File: config.mk
export PLATFORM = sky130hd
export DESIGN_NAME = rf_tx_sequencer
export DESIGN_NICKNAME = d
export VERILOG_FILES = /design/src/rtl/rf_pkg.sv /design/src/rtl/rf_tx_fifo.sv /design/src/rtl/rf_tx_sequencer.sv
export SDC_FILE = /design/constraint.sdc
export NUM_CORES = 1
export LEC_CHECK = 0
export ABC_AREA = 1
export ABC_CLOCK_PERIOD_IN_PS = 2600
export CAP_MARGIN = 30
export CORE_ASPECT_RATIO = 1.2
export CORE_UTILIZATION = 30
export CTS_CLUSTER_DIAMETER = 150
export CTS_CLUSTER_SIZE = 30
export DETAILED_ROUTE_END_ITERATION = 16
export PLACE_DENSITY = 0.49
export RECOVER_POWER = 25
export SETUP_SLACK_MARGIN = 0.3
export SLEW_MARGIN = 10
export SYNTH_ARGS = -nofsm -noshare
export SYNTH_HDL_FRONTEND = slang
export SYNTH_SLANG_ARGS = --single-unit
File: constraint.sdc
create_clock -name clk -period 2.6 [get_ports clk]
set_input_delay 0.52 -clock clk [delete_from_list [all_inputs] [get_ports clk]]
set_output_delay 0.52 -clock clk [all_outputs]
set_load 0.03 [all_outputs]
File: src/rtl/rf_pkg.sv
// Shared definitions for the RF transmit sequencer: FSM states, default NCO words
// and the symbol keying helper.
package rf_pkg;

   typedef enum logic [2:0] {
      ST_IDLE     = 3'd0,
      ST_PREAMBLE = 3'd1,
      ST_START    = 3'd2,
      ST_DATA     = 3'd3,
      ST_STOP     = 3'd4
   } tx_state_e;

   localparam logic [15:0] MARK_CW_DEF  = 16'h4000;
   localparam logic [15:0] SPACE_CW_DEF = 16'h3C00;
   localparam logic [15:0] BPSK_PI      = 16'h8000;

   // Returns {control_word, phase_word} for one symbol.
   // FSK moves the frequency; BPSK keeps the carrier and flips the phase by pi.
   function automatic logic [31:0] key_words(input logic mark, input logic bpsk,
                                             input logic [15:0] mark_cw,
                                             input logic [15:0] space_cw);
      logic [15:0] cw;
      logic [15:0] pw;
      cw = mark_cw;
      pw = 16'h0000;
      if (bpsk) begin
         pw = mark ? 16'h0000 : BPSK_PI;
      end else begin
         cw = mark ? mark_cw : space_cw;
      end
      return {cw, pw};
   endfunction

endpackage

File: src/rtl/rf_tx_fifo.sv
// Small synchronous byte FIFO; a push into a full FIFO is accepted only when a pop
// frees a slot in the same cycle.
module rf_tx_fifo #(
   parameter int WIDTH = 8,
   parameter int DEPTH = 4
) (
   input  logic                       clk,
   input  logic                       rst_n,
   input  logic                       push,
   input  logic [WIDTH-1:0]           din,
   input  logic                       pop,
   output logic [WIDTH-1:0]           dout,
   output logic                       full,
   output logic                       empty,
   output logic [$clog2(DEPTH+1)-1:0] count
);

   localparam int AW = (DEPTH > 1) ? $clog2(DEPTH) : 1;
   localparam int CW = $clog2(DEPTH + 1);

   logic [WIDTH-1:0] mem [DEPTH];
   logic [AW-1:0]    wr_ptr;
   logic [AW-1:0]    rd_ptr;
   logic             wr_en;
   logic             rd_en;

   assign empty = (count == '0);
   assign full  = (count == CW'(DEPTH));
   assign rd_en = pop && !empty;
   assign wr_en = push && (!full || rd_en);
   assign dout  = mem[rd_ptr];

   function automatic logic [AW-1:0] ptr_next(input logic [AW-1:0] p);
      return (p == AW'(DEPTH - 1)) ? '0 : p + 1'b1;
   endfunction

   always_ff @(posedge clk) begin
      if (wr_en) begin
         mem[wr_ptr] <= din;
      end
   end

   always_ff @(posedge clk or negedge rst_n) begin
      if (!rst_n) begin
         wr_ptr <= '0;
         rd_ptr <= '0;
         count  <= '0;
      end else begin
         if (wr_en) begin
            wr_ptr <= ptr_next(wr_ptr);
         end
         if (rd_en) begin
            rd_ptr <= ptr_next(rd_ptr);
         end
         case ({wr_en, rd_en})
            2'b10:   count <= count + 1'b1;
            2'b01:   count <= count - 1'b1;
            default: count <= count;
         endcase
      end
   end

endmodule

File: src/rtl/rf_tx_sequencer.sv
// Frames buffered bytes (preamble, start, 8 data LSB-first, stop) and drives the NCO
// control/phase words per symbol for FSK or BPSK keying.
module rf_tx_sequencer
   import rf_pkg::*;
#(
   parameter int          SYM_CNT    = 3333,
   parameter int          SCW        = (SYM_CNT > 1) ? $clog2(SYM_CNT) : 1,
   parameter logic [15:0] MARK_CW    = MARK_CW_DEF,
   parameter logic [15:0] SPACE_CW   = SPACE_CW_DEF,
   parameter int          PRE_SYMS   = 8,
   parameter int          FIFO_DEPTH = 4
) (
   input  logic        clk,
   input  logic        rst_n,
   input  logic        en,
   input  logic        mode,
   input  logic [7:0]  in_dat,
   input  logic        in_stb,
   output logic [15:0] control_word,
   output logic [15:0] phase_word,
   output logic        tx_en,
   output logic        busy,
   output logic        fifo_full,
   output logic        overflow
);

   localparam int PCW = (PRE_SYMS > 1) ? $clog2(PRE_SYMS) : 1;
   localparam int FCW = $clog2(FIFO_DEPTH + 1);

   tx_state_e      state;
   logic [SCW-1:0] sym_cnt;
   logic [2:0]     bit_idx;
   logic [PCW-1:0] pre_cnt;
   logic [7:0]     shreg;
   logic           mode_q;

   logic [7:0]     fifo_dout;
   logic           fifo_empty;
   logic [FCW-1:0] fifo_count;
   logic           sym_end;
   logic           pop;

   rf_tx_fifo #(
      .WIDTH (8),
      .DEPTH (FIFO_DEPTH)
   ) u_fifo (
      .clk   (clk),
      .rst_n (rst_n),
      .push  (in_stb),
      .din   (in_dat),
      .pop   (pop),
      .dout  (fifo_dout),
      .full  (fifo_full),
      .empty (fifo_empty),
      .count (fifo_count)
   );

   assign sym_end = (sym_cnt == SCW'(SYM_CNT - 1));
   // A new byte is taken either on leaving IDLE or at the end of STOP for back-to-back frames.
   assign pop  = en && !fifo_empty &&
                 ((state == ST_IDLE) || ((state == ST_STOP) && sym_end));
   assign busy = (state != ST_IDLE) || (fifo_count != '0);

   always_ff @(posedge clk or negedge rst_n) begin
      if (!rst_n) begin
         state        <= ST_IDLE;
         sym_cnt      <= '0;
         bit_idx      <= '0;
         pre_cnt      <= '0;
         shreg        <= '0;
         mode_q       <= 1'b0;
         control_word <= MARK_CW;
         phase_word   <= 16'h0000;
         tx_en        <= 1'b0;
         overflow     <= 1'b0;
      end else begin
         overflow <= in_stb && fifo_full && !pop;
         if (state != ST_IDLE) begin
            sym_cnt <= sym_end ? '0 : sym_cnt + 1'b1;
         end
         case (state)
            ST_IDLE: begin
               if (pop) begin
                  shreg   <= fifo_dout;
                  mode_q  <= mode;
                  sym_cnt <= '0;
                  bit_idx <= '0;
                  pre_cnt <= '0;
                  tx_en   <= 1'b1;
                  if (PRE_SYMS == 0) begin
                     state                      <= ST_START;
                     {control_word, phase_word} <= key_words(1'b0, mode, MARK_CW, SPACE_CW);
                  end else begin
                     state                      <= ST_PREAMBLE;
                     {control_word, phase_word} <= key_words(1'b1, mode, MARK_CW, SPACE_CW);
                  end
               end else begin
                  control_word <= MARK_CW;
                  phase_word   <= 16'h0000;
                  tx_en        <= 1'b0;
               end
            end
            ST_PREAMBLE: begin
               if (sym_end) begin
                  if (pre_cnt == PCW'(PRE_SYMS - 1)) begin
                     state                      <= ST_START;
                     {control_word, phase_word} <= key_words(1'b0, mode_q, MARK_CW, SPACE_CW);
                  end else begin
                     // Next symbol index is pre_cnt+1; it is a mark when even, i.e. pre_cnt odd.
                     pre_cnt                    <= pre_cnt + 1'b1;
                     {control_word, phase_word} <= key_words(pre_cnt[0], mode_q, MARK_CW, SPACE_CW);
                  end
               end
            end
            ST_START: begin
               if (sym_end) begin
                  state                      <= ST_DATA;
                  bit_idx                    <= '0;
                  {control_word, phase_word} <= key_words(shreg[0], mode_q, MARK_CW, SPACE_CW);
               end
            end
            ST_DATA: begin
               if (sym_end) begin
                  shreg <= {1'b0, shreg[7:1]};
                  if (bit_idx == 3'd7) begin
                     state                      <= ST_STOP;
                     {control_word, phase_word} <= key_words(1'b1, mode_q, MARK_CW, SPACE_CW);
                  end else begin
                     bit_idx                    <= bit_idx + 1'b1;
                     {control_word, phase_word} <= key_words(shreg[1], mode_q, MARK_CW, SPACE_CW);
                  end
               end
            end
            ST_STOP: begin
               if (sym_end) begin
                  if (pop) begin
                     shreg                      <= fifo_dout;
                     bit_idx                    <= '0;
                     state                      <= ST_START;
                     {control_word, phase_word} <= key_words(1'b0, mode_q, MARK_CW, SPACE_CW);
                  end else begin
                     state        <= ST_IDLE;
                     tx_en        <= 1'b0;
                     control_word <= MARK_CW;
                     phase_word   <= 16'h0000;
                  end
               end
            end
            default: begin
               state <= ST_IDLE;
               tx_en <= 1'b0;
            end
         endcase
      end
   end

endmodule

---- Word level (Yosys, flattened, before mapping) ----
Memories as Yosys holds them, arrays and structs flattened.
Cells that the tools add are included.
cells by class
  add/sub/neg operators ................... 7
  eq/ne operators ......................... 22
  mux-type cells .......................... 66
  bitwise operators ....................... 1
  reductions and logical operators ........ 30
operators by type and width
  operator               number
  $mux 16                20
  $pmux 16 s5            2
  $mux 15                8
  $mux 12                4
  $mux 3                 15
  $mux 8                 3
  $pmux 8 s3             1
  $ne 2x2->1 const B     10
  $pmux 3 s5             1
  $add 12x1->12 const B  1
  $eq 12x12->1 const B   1
  $eq 3x3->1 const B     4
  $pmux 3 s2             2
  $pmux 3 s4             1
  $reduce_and 5->1       2
  $add 3x1->3 const B    3
  $reduce_bool 3->1      3
  $logic_and 1x1->1      7
  $reduce_and 7->1       1
  $eq 2x2->1 const B     3
  $eq 3x2->1 const B     2
  $logic_not 3->1        2
  $mux 2                 3
  $reduce_and 3->1       2
  15 further kinds       25
word-level totals
  register bits ........................... 71
  bits in writable memories ............... 32
  bits of input ports ..................... 13
  output and inout bits ................... 36
  word-level logic and storage cells ...... 140
  memories ................................ 1
memory list
  name        depth  width  read ports  clocked after Yosys merged registers in  write ports  line              RTL
  u_fifo.mem  4      8      1           0                                        1            rf_tx_fifo.sv:21  logic [WIDTH-1:0] mem [DEPTH];

---- Depth between registers and ports, before layout ----
Gate-level depths: netlist of run 1.
  word-level depth ........................ 9
  mapped depth ............................ 13
  depth with buffers taken out ............ 13

---- Cells and area by module ----
A second synthesis of run 1 with hierarchy kept.
second synthesis, totals
  cells, all modules ...................... 409
  area total of the unflattened synthesis .. 3,892.5 sq um
by module, submodules not included
  module           times used  cells each  area each (sq um)  seq. area each (sq um)
  rf_tx_sequencer  1           273         2,228.4            877.1
  rf_tx_fifo       1           136         1,664.1            1,136.1

---- Worst setup path after synthesis of run 1 ----
Ideal clock, no wire load.
  path kind ............................... register to register
  start ................................... reg sym_cnt[0]
  end ..................................... mem u_fifo.mem[0][0] (enable)
  library setup time ...................... 0.371 ns
  data arrival time ....................... 1.712 ns
  data required time ...................... 2.229 ns
  path slack .............................. 0.517 ns
  stages on the path, launching flop included .. 11
  path buffers ............................ 0
  clock period less this slack ............ 2.083 ns
  cells stage by stage .................... dfrtp_1 -> inv_1 -> ha_1 -> nand2_1 -> nor2_1 -> nand3_2 -> nand2_4 -> nand2_4 -> nand2_1 -> nand2_1 -> nor2_1
between the ends
  cells in the longest elaborated chain, start to end .. 9
RTL lines
  element                       line                   RTL
  start: declaration            rf_tx_sequencer.sv:31  logic [SCW-1:0] sym_cnt;
  start signal: assignment      rf_tx_sequencer.sv:79  sym_cnt <= sym_end ? '0 : sym_cnt + 1'b1;
  $eq 12x12->1                  rf_tx_sequencer.sv:58  assign sym_end = (sym_cnt == SCW'(SYM_CNT - 1));
  $logic_and 1x1->1             rf_tx_sequencer.sv:61  ((state == ST_IDLE) || ((state == ST_STOP) && sym_end));
  $logic_or 1x1->1              rf_tx_sequencer.sv:61
  $logic_and 1x1->1             rf_tx_sequencer.sv:60  assign pop = en && !fifo_empty &&
  $logic_and 1x1->1             rf_tx_fifo.sv:29       assign rd_en = pop && !empty;
  $logic_or 1x1->1              rf_tx_fifo.sv:30       assign wr_en = push && (!full || rd_en);
  $logic_and 1x1->1             rf_tx_fifo.sv:30
  $mux 1                        rf_tx_fifo.sv:38       if (wr_en) begin
  $mux 1 (not written as such)  rf_tx_fifo.sv:39       mem[wr_ptr] <= din;
  end: declaration              rf_tx_fifo.sv:21
No other way between the ends.

---- Worst setup path after layout of run 1 ----
  start ................................... reg state[0]
  end ..................................... out busy
between the ends
  cells in the longest elaborated chain, start to end .. 2
RTL lines
  element                   line                   RTL
  start: declaration        rf_tx_sequencer.sv:30  tx_state_e state;
  start signal: assignment  rf_tx_sequencer.sv:66  state <= ST_IDLE;
  start signal: assignment  rf_tx_sequencer.sv:91  state <= ST_START;
  start signal: assignment  rf_tx_sequencer.sv:94  state <= ST_PREAMBLE;
  $reduce_bool 3->1         rf_tx_sequencer.sv:62  assign busy = (state != ST_IDLE) || (fifo_count != '0);
  $logic_or 1x1->1          rf_tx_sequencer.sv:62
  end: declaration          rf_tx_sequencer.sv:22  output logic busy,
No other way between the ends.

==> results of run 1 <==
placed cells by master, fill, tap and decap left out, drive strengths merged, types with 2 or more instances in the layout:
cell type,n
conb,26
o22ai,10
a21oi,13
nor2,44
o21ai,46
clkbuf,13
o31ai,2
dfrtp,41
nand3,15
xor2,4
o21a,7
inv,57
edfxtp,32
clkdlybuf4s50,19
nand2,95
ha,11
nand4,2
buf,8
nor3,6
sequential cells by signal (all words and copies together) (netlist names):
register	cells
u_fifo.wr_ptr	2
sym_cnt	12
overflow	1
mode_q	1
shreg	8
u_fifo.count	3
u_fifo.mem	32
u_fifo.rd_ptr	2
pre_cnt	3
tx_en	1
bit_idx	3
state	3
phase_word	1
control_word	2
metal layers:
layer / global-route usage (%) / vias up / routed length [um] / share of wire, %
met5: 0 / - / 0 / 0
met4: 4.97 / 0 / 113 / 1.6
met2: 18.8 / 48 / 3280 / 46
li1: - / 1394 / - / -
met3: 2.76 / 10 / 249 / 3.5
met1: 15.0 / 1214 / 3550 / 49
what timing repair did:
action                     in CTS  in global routing
hold buffers                    0                  0
setup endpoints to repair       2                 34
pin swaps                       0                  1
resized for setup               2                  4
buffers inserted                0                  2
power groups by stage:
stage | registers, W | logic [W] | clock network [W]
floorplan | 0.00143 | 0.000336 | 0
global route | 0.00143 | 0.000515 | 0.00137
global placement | 0.00144 | 0.000448 | 0
CTS | 0.00141 | 0.000453 | 0.00133
detailed placement | 0.00144 | 0.000458 | 0
finish | 0.00141 | 0.000443 | 0.00128
per-stage QoR:
stage	instances	hold WS (ns)	worst slack, ns	utilization [%]	area, um^2
final	623	0.178	0.473	36.3	4460
after global routing	623	0.238	0.328	36.3	4460
after CTS	621	0.0530	0.286	36.2	4450
after detailed placement	605	0.415	0.278	33.7	4140
after global placement	605	0.415	0.282	33.7	4140
after floorplan	448	0.224	0.517	-	3910
cell usage after synthesis, drive strengths merged, types with 4 or more instances:
master	instances
o22ai	10
nor2	44
edfxtp	32
xor2	4
o21a	7
ha	11
o21ai	46
inv	53
nand3	15
dfrtp	41
nand2	95
a21oi	13
buf	32
nor3	6
cell families (layout without fill, tap and decap cells):
logic type | Yosys count | in the layout
AND/OR/NAND/NOR | 164 | 164
other | 1 | 26
XOR/XNOR | 4 | 4
AO/OA/AOI/OAI | 81 | 81
buffers and inverters | 87 | 101
flip-flops | 74 | 74
adder cells (fa/ha/maj) | 12 | 12
area by class of cell:
| type | instances | area [um^2] |
|---|---|---|
| inverter | 53 | 199 |
| sequential | 74 | 2010 |
| fill | 1249 | 7820 |
| timing repair buffer | 32 | 275 |
| multi-input combinational | 287 | 1460 |
| clock buffer | 9 | 225 |
| clock inverter | 7 | 83.8 |
| tap | 161 | 201 |
path summary, 6_finish.rpt:
| path | slack (ns) | cells past startpoint | end |
|---|---|---|---|
| setup / recovery | 0.47 | 4 | busy |
| hold / removal | 0.18 | 1 | sym_cnt[7] |
| setup reg to reg | 0.50 | 11 | u_fifo.count[1] |
| hold reg to reg | 0.47 | 2 | u_fifo.count[2] |
| max in group asynchronous | 1.08 | 2 | state[1] |
| min in group clk | 0.47 | 2 | u_fifo.count[2] |
==> run summary, run 1 <==
clock sink count: 74
Netlist cell types: 37
Synth Area in Simple Gates: 18.3%
Via density: 4.28
slowest stage delay, CP: 0.45 ns
Post-Route Setup TNS: 0 ns
GRT Overall Usage: 11.7%
root buf cell: clkbuf_16
final setup fails: 0
largest family of logic cells by synthesized area: simple AND/OR/NAND/NOR gates
total CTS buffers: 9
Worst EP required: 2.08 ns
DIE AREA: 13,200 um^2
Hold Path Class: in2async
vias in the first global route: 2,431
Worst path top cell family by delay: simple AND/OR/NAND/NOR gates
Max Clk Rate: 0.470 GHz
worst path cell trace: nor2_2 -> nand2_2 -> or2_2 -> clkbuf_2
register area share after synthesis: 52.7%
I/O Buffers: 22
Syn Inst Count: 423
pwr dens: 705 nW/um^2
largest net degree at the start of global routing: 20
Clock Latency Late Sink: 0.33 ns
synthesized area: 3820 um^2
final worst path period need: 2.13 ns
Initial Util: 31.1%
global-route wire length before repair: 11.9 mm
row cnt: 44
mux contribution to synthesized area: 0%
Worst Clk Skew: 0.00603 ns
relative slew slack: 36.7%
total power: 0.00314 W
total grt overflow: 0
Crit Reg-Reg Startpoint: sym_cnt[0]
die height: 126 um
YS warnings: 0
routed len/inst: 11.5 um
status: finished, final reports clean
complex-gate fraction of the synthesized area: 12.1%
Critical Path Fanout Max: 8
initial drt markers: 119
synth top area cells: dfrtp_1 (27%), edfxtp_1 (25%), nand2_1 (9.0%)
Gate power share: 14.1%
XOR/XNOR Fraction of Synth Area: 0.917%
ys async rst share: 56.8%
TritonCTS clock tree: yes
Chip Width: 105 um
Max-cap violations: 0
post-DP HPWL: 5.36 mm
RSZ-0062 raised after global routing: false
Yosys reg bits: 74
critical path startpoint category: flop
drt pass-1 iters: 4
Worst Tran Pin Value: 0.949 ns
area delta synth->final: 16.7%
crit path DAT: 1.61 ns
Vias: 2,666
max-slew violation count: 0
final WL: 7.19 mm
clock group share of total power: 40.9%
maximum clock path buffer count: 2
net switching power: 0.000869 W
VDD IR-drop max: 284 uV
Worst-path clk slew: 0.06 ns
H-tree levels: 3
I/O Pins: 49
syn avg cell area: 9.03 um^2
WP buf/inv: 1
Antenna diodes: 0
leak pwr: 1.91 nW
share of layout cells above drive strength 1: 9.74%
Final nets: 482
Final Hold Viols: 0
worst setup path class: reg2out
post-synth top area cell: dfrtp_1
GP Congestion: 0.836
Yosys top cell area share: 26.9%
Int Pwr: 0.00227 W
share of power burned in registers: 45.0%
crit path launch: state[0]
number of antenna violations at the first check in global routing: 0
# DRC: 0
Post-synth EDFFs: 32
core footprint: 12,300 um^2
Synth Area in Adders: 4.13%
Switching Fraction: 27.7%
slowest stage cell on the critical path: dfrtp_1
crit share post-route: 81.8%
Post-DRT Antenna Nets: 0
CP Capture Type: output pin
top_reg_cell synth: dfrtp_1
No activity file was read; power rests on OpenSTA's default activity.
==> inputs of run 2 (changes only) <==
- ABC_CLOCK_PERIOD_IN_PS: 2600 -> 2100
- clock period: 2.6 -> 2.1 ns (I/O delays scaled with it)
==> run summary, run 2 (synthesized netlist as in run 1, its figures left out) <==
total grt overflow: 0
GRT Overall Usage: 12.2%
row cnt: 44
WP buf/inv: 2
Vias: 2,740
CP Capture Type: output pin
number of antenna violations at the first check in global routing: 0
worst setup path class: reg2out
I/O Pins: 49
H-tree levels: 3
total power: 0.00404 W
slowest stage cell on the critical path: dfrtp_1
most frequent cells in the layout: nand2_1 (84), inv_1 (44), dfrtp_1 (41)
clock sink count: 74
fillers: 1,238
DIE AREA: 13,200 um^2
I/O Buffers: 22
final worst path period need: 1.88 ns
Clock Latency Late Sink: 0.34 ns
Worst Tran Pin Value: 1.09 ns
critical path startpoint category: flop
RSZ-0062 raised after global routing: true
TritonCTS clock tree: yes
Worst path top cell family by delay: flip-flops
Via density: 4.30
fin util: 38.8%
Post-DRT Antenna Nets: 0
Final nets: 496
vias in the first global route: 2,703
Max-cap violations: 0
area delta synth->final: 24.7%
hold buffers post-CTS: 0
final WL: 7.53 mm
routed len/inst: 11.8 um
core footprint: 12,300 um^2
largest net degree at the start of global routing: 43
max-slew violation count: 0
Largest register FFs: 32
biggest regs: u_fifo.mem (32), sym_cnt (12), shreg (8)
Worst EP required: 1.68 ns
Worst-path clk slew: 0.06 ns
global-route wire length before repair: 12.6 mm
pwr dens: 849 nW/um^2
initial drt markers: 121
Placed Area: 4290 um^2
WHS: 0.365 ns
post-route cell area: 4760 um^2
drt pass-1 iters: 4
Post-Route Setup TNS: 0 ns
worst path cell trace: inv_1 -> nand3_2 -> or2_2 -> buf_2
Chip Width: 105 um
die height: 126 um
maximum clock path buffer count: 2
most common cell after layout, fill and taps aside: nand2_1
Worst Clk Skew: 0.00889 ns
root buf cell: clkbuf_16
relative slew slack: 27.0%
crit path DAT: 1.46 ns
Top reg by flops: u_fifo.mem
status: finished, final reports clean
GP Congestion: 0.817
slowest stage delay, CP: 0.40 ns
crit share post-route: 89.3%
post-DP HPWL: 5.46 mm
VDD IR-drop max: 491 uV
share of layout cells above drive strength 1: 19.3%
total CTS buffers: 9
Final Hold Viols: 0
Max Clk Rate: 0.533 GHz
Initial Util: 31.1%
# DRC: 0
final setup fails: 0
leak pwr: 2.02 nW
Antenna diodes: 0
Hold Path Class: in2async
Critical Path Fanout Max: 3
==> run 2: cell count changes in the layout (fill, tap and decap cells not counted), moves of 4 or more <==
cell and delta:
buf_4 +11, nor2_2 +4, clkdlybuf4s50_1 -7, nor2_4 +5, nor2_1 -9, o21ai_1 +4, o21ai_0 -4, dlygate4sd2_1 +5
nand2_1 -7, nand2_4 +4, inv_1 -4
==> run 2: worst register-to-register path, cell delays in order (launching register included) <==
cell and delay (ns):
dfrtp_1 0.40, inv_2 0.08, ha_4 0.12, nand2_2 0.05
nor2_2 0.13, nand3_2 0.11, nand2_4 0.12, nand3_4 0.07
fa_2 0.54, inv_2 0.03, nand2_1 0.05, o21ai_1 0.05
==> run 2: final cells by class <==
class	instances	area, um^2	share of cell area, %
Clock buffer	9	225	4.73
Clock inverter	7	82.6	1.73
Inverter	53	201	4.23
Multi-Input combinational cell	287	1630	34.2
Sequential cell	74	2010	42.3
Tap cell	161	201	4.23
Timing Repair Buffer	46	408	8.57
==> run 2: layer usage <==
| layer | global-route usage (%) | part of all wire (%) |
|---|---|---|
| met1 | 14.7 | 46 |
| met2 | 20.5 | 50 |
| met3 | 2.87 | 2.8 |
| met4 | 5.97 | 1.5 |
| met5 | 0 | 0 |
==> run 2: report_power, final <==
part           internal [W]  switching, W  total, W
sequential          0.00169     0.0000624   0.00176
combinational      0.000246      0.000450  0.000696
clock              0.000941      0.000653   0.00159
total               0.00288       0.00117   0.00404
==> run 2: through the flow <==
stage | std cells | setup slack [ns]
after floorplan | 448 | 0.271
after global placement | 615 | 0.0000815
after detailed placement | 615 | -0.0263
after CTS | 634 | 0.153
after global routing | 637 | 0.125
final | 637 | 0.225
==> run 2: timing repair <==
action	CTS	global route
pin swaps	2	8
resized for setup	16	39
buffers inserted	3	3
endpoints found under the setup margin	54	58
==> run 2: final timing paths <==
check	from	slack (ns)	endpoint	cells past startpoint
min reg2reg	sym_cnt[10]	0.47	sym_cnt[10]	1
max in group asynchronous	rst_n	1.06	u_fifo.rd_ptr[1]	2
min in group clk	sym_cnt[10]	0.47	sym_cnt[10]	1
max	u_fifo.count[0]	0.22	busy	4
min	rst_n	0.36	sym_cnt[8]	2
max reg2reg	sym_cnt[1]	0.22	u_fifo.count[1]	11
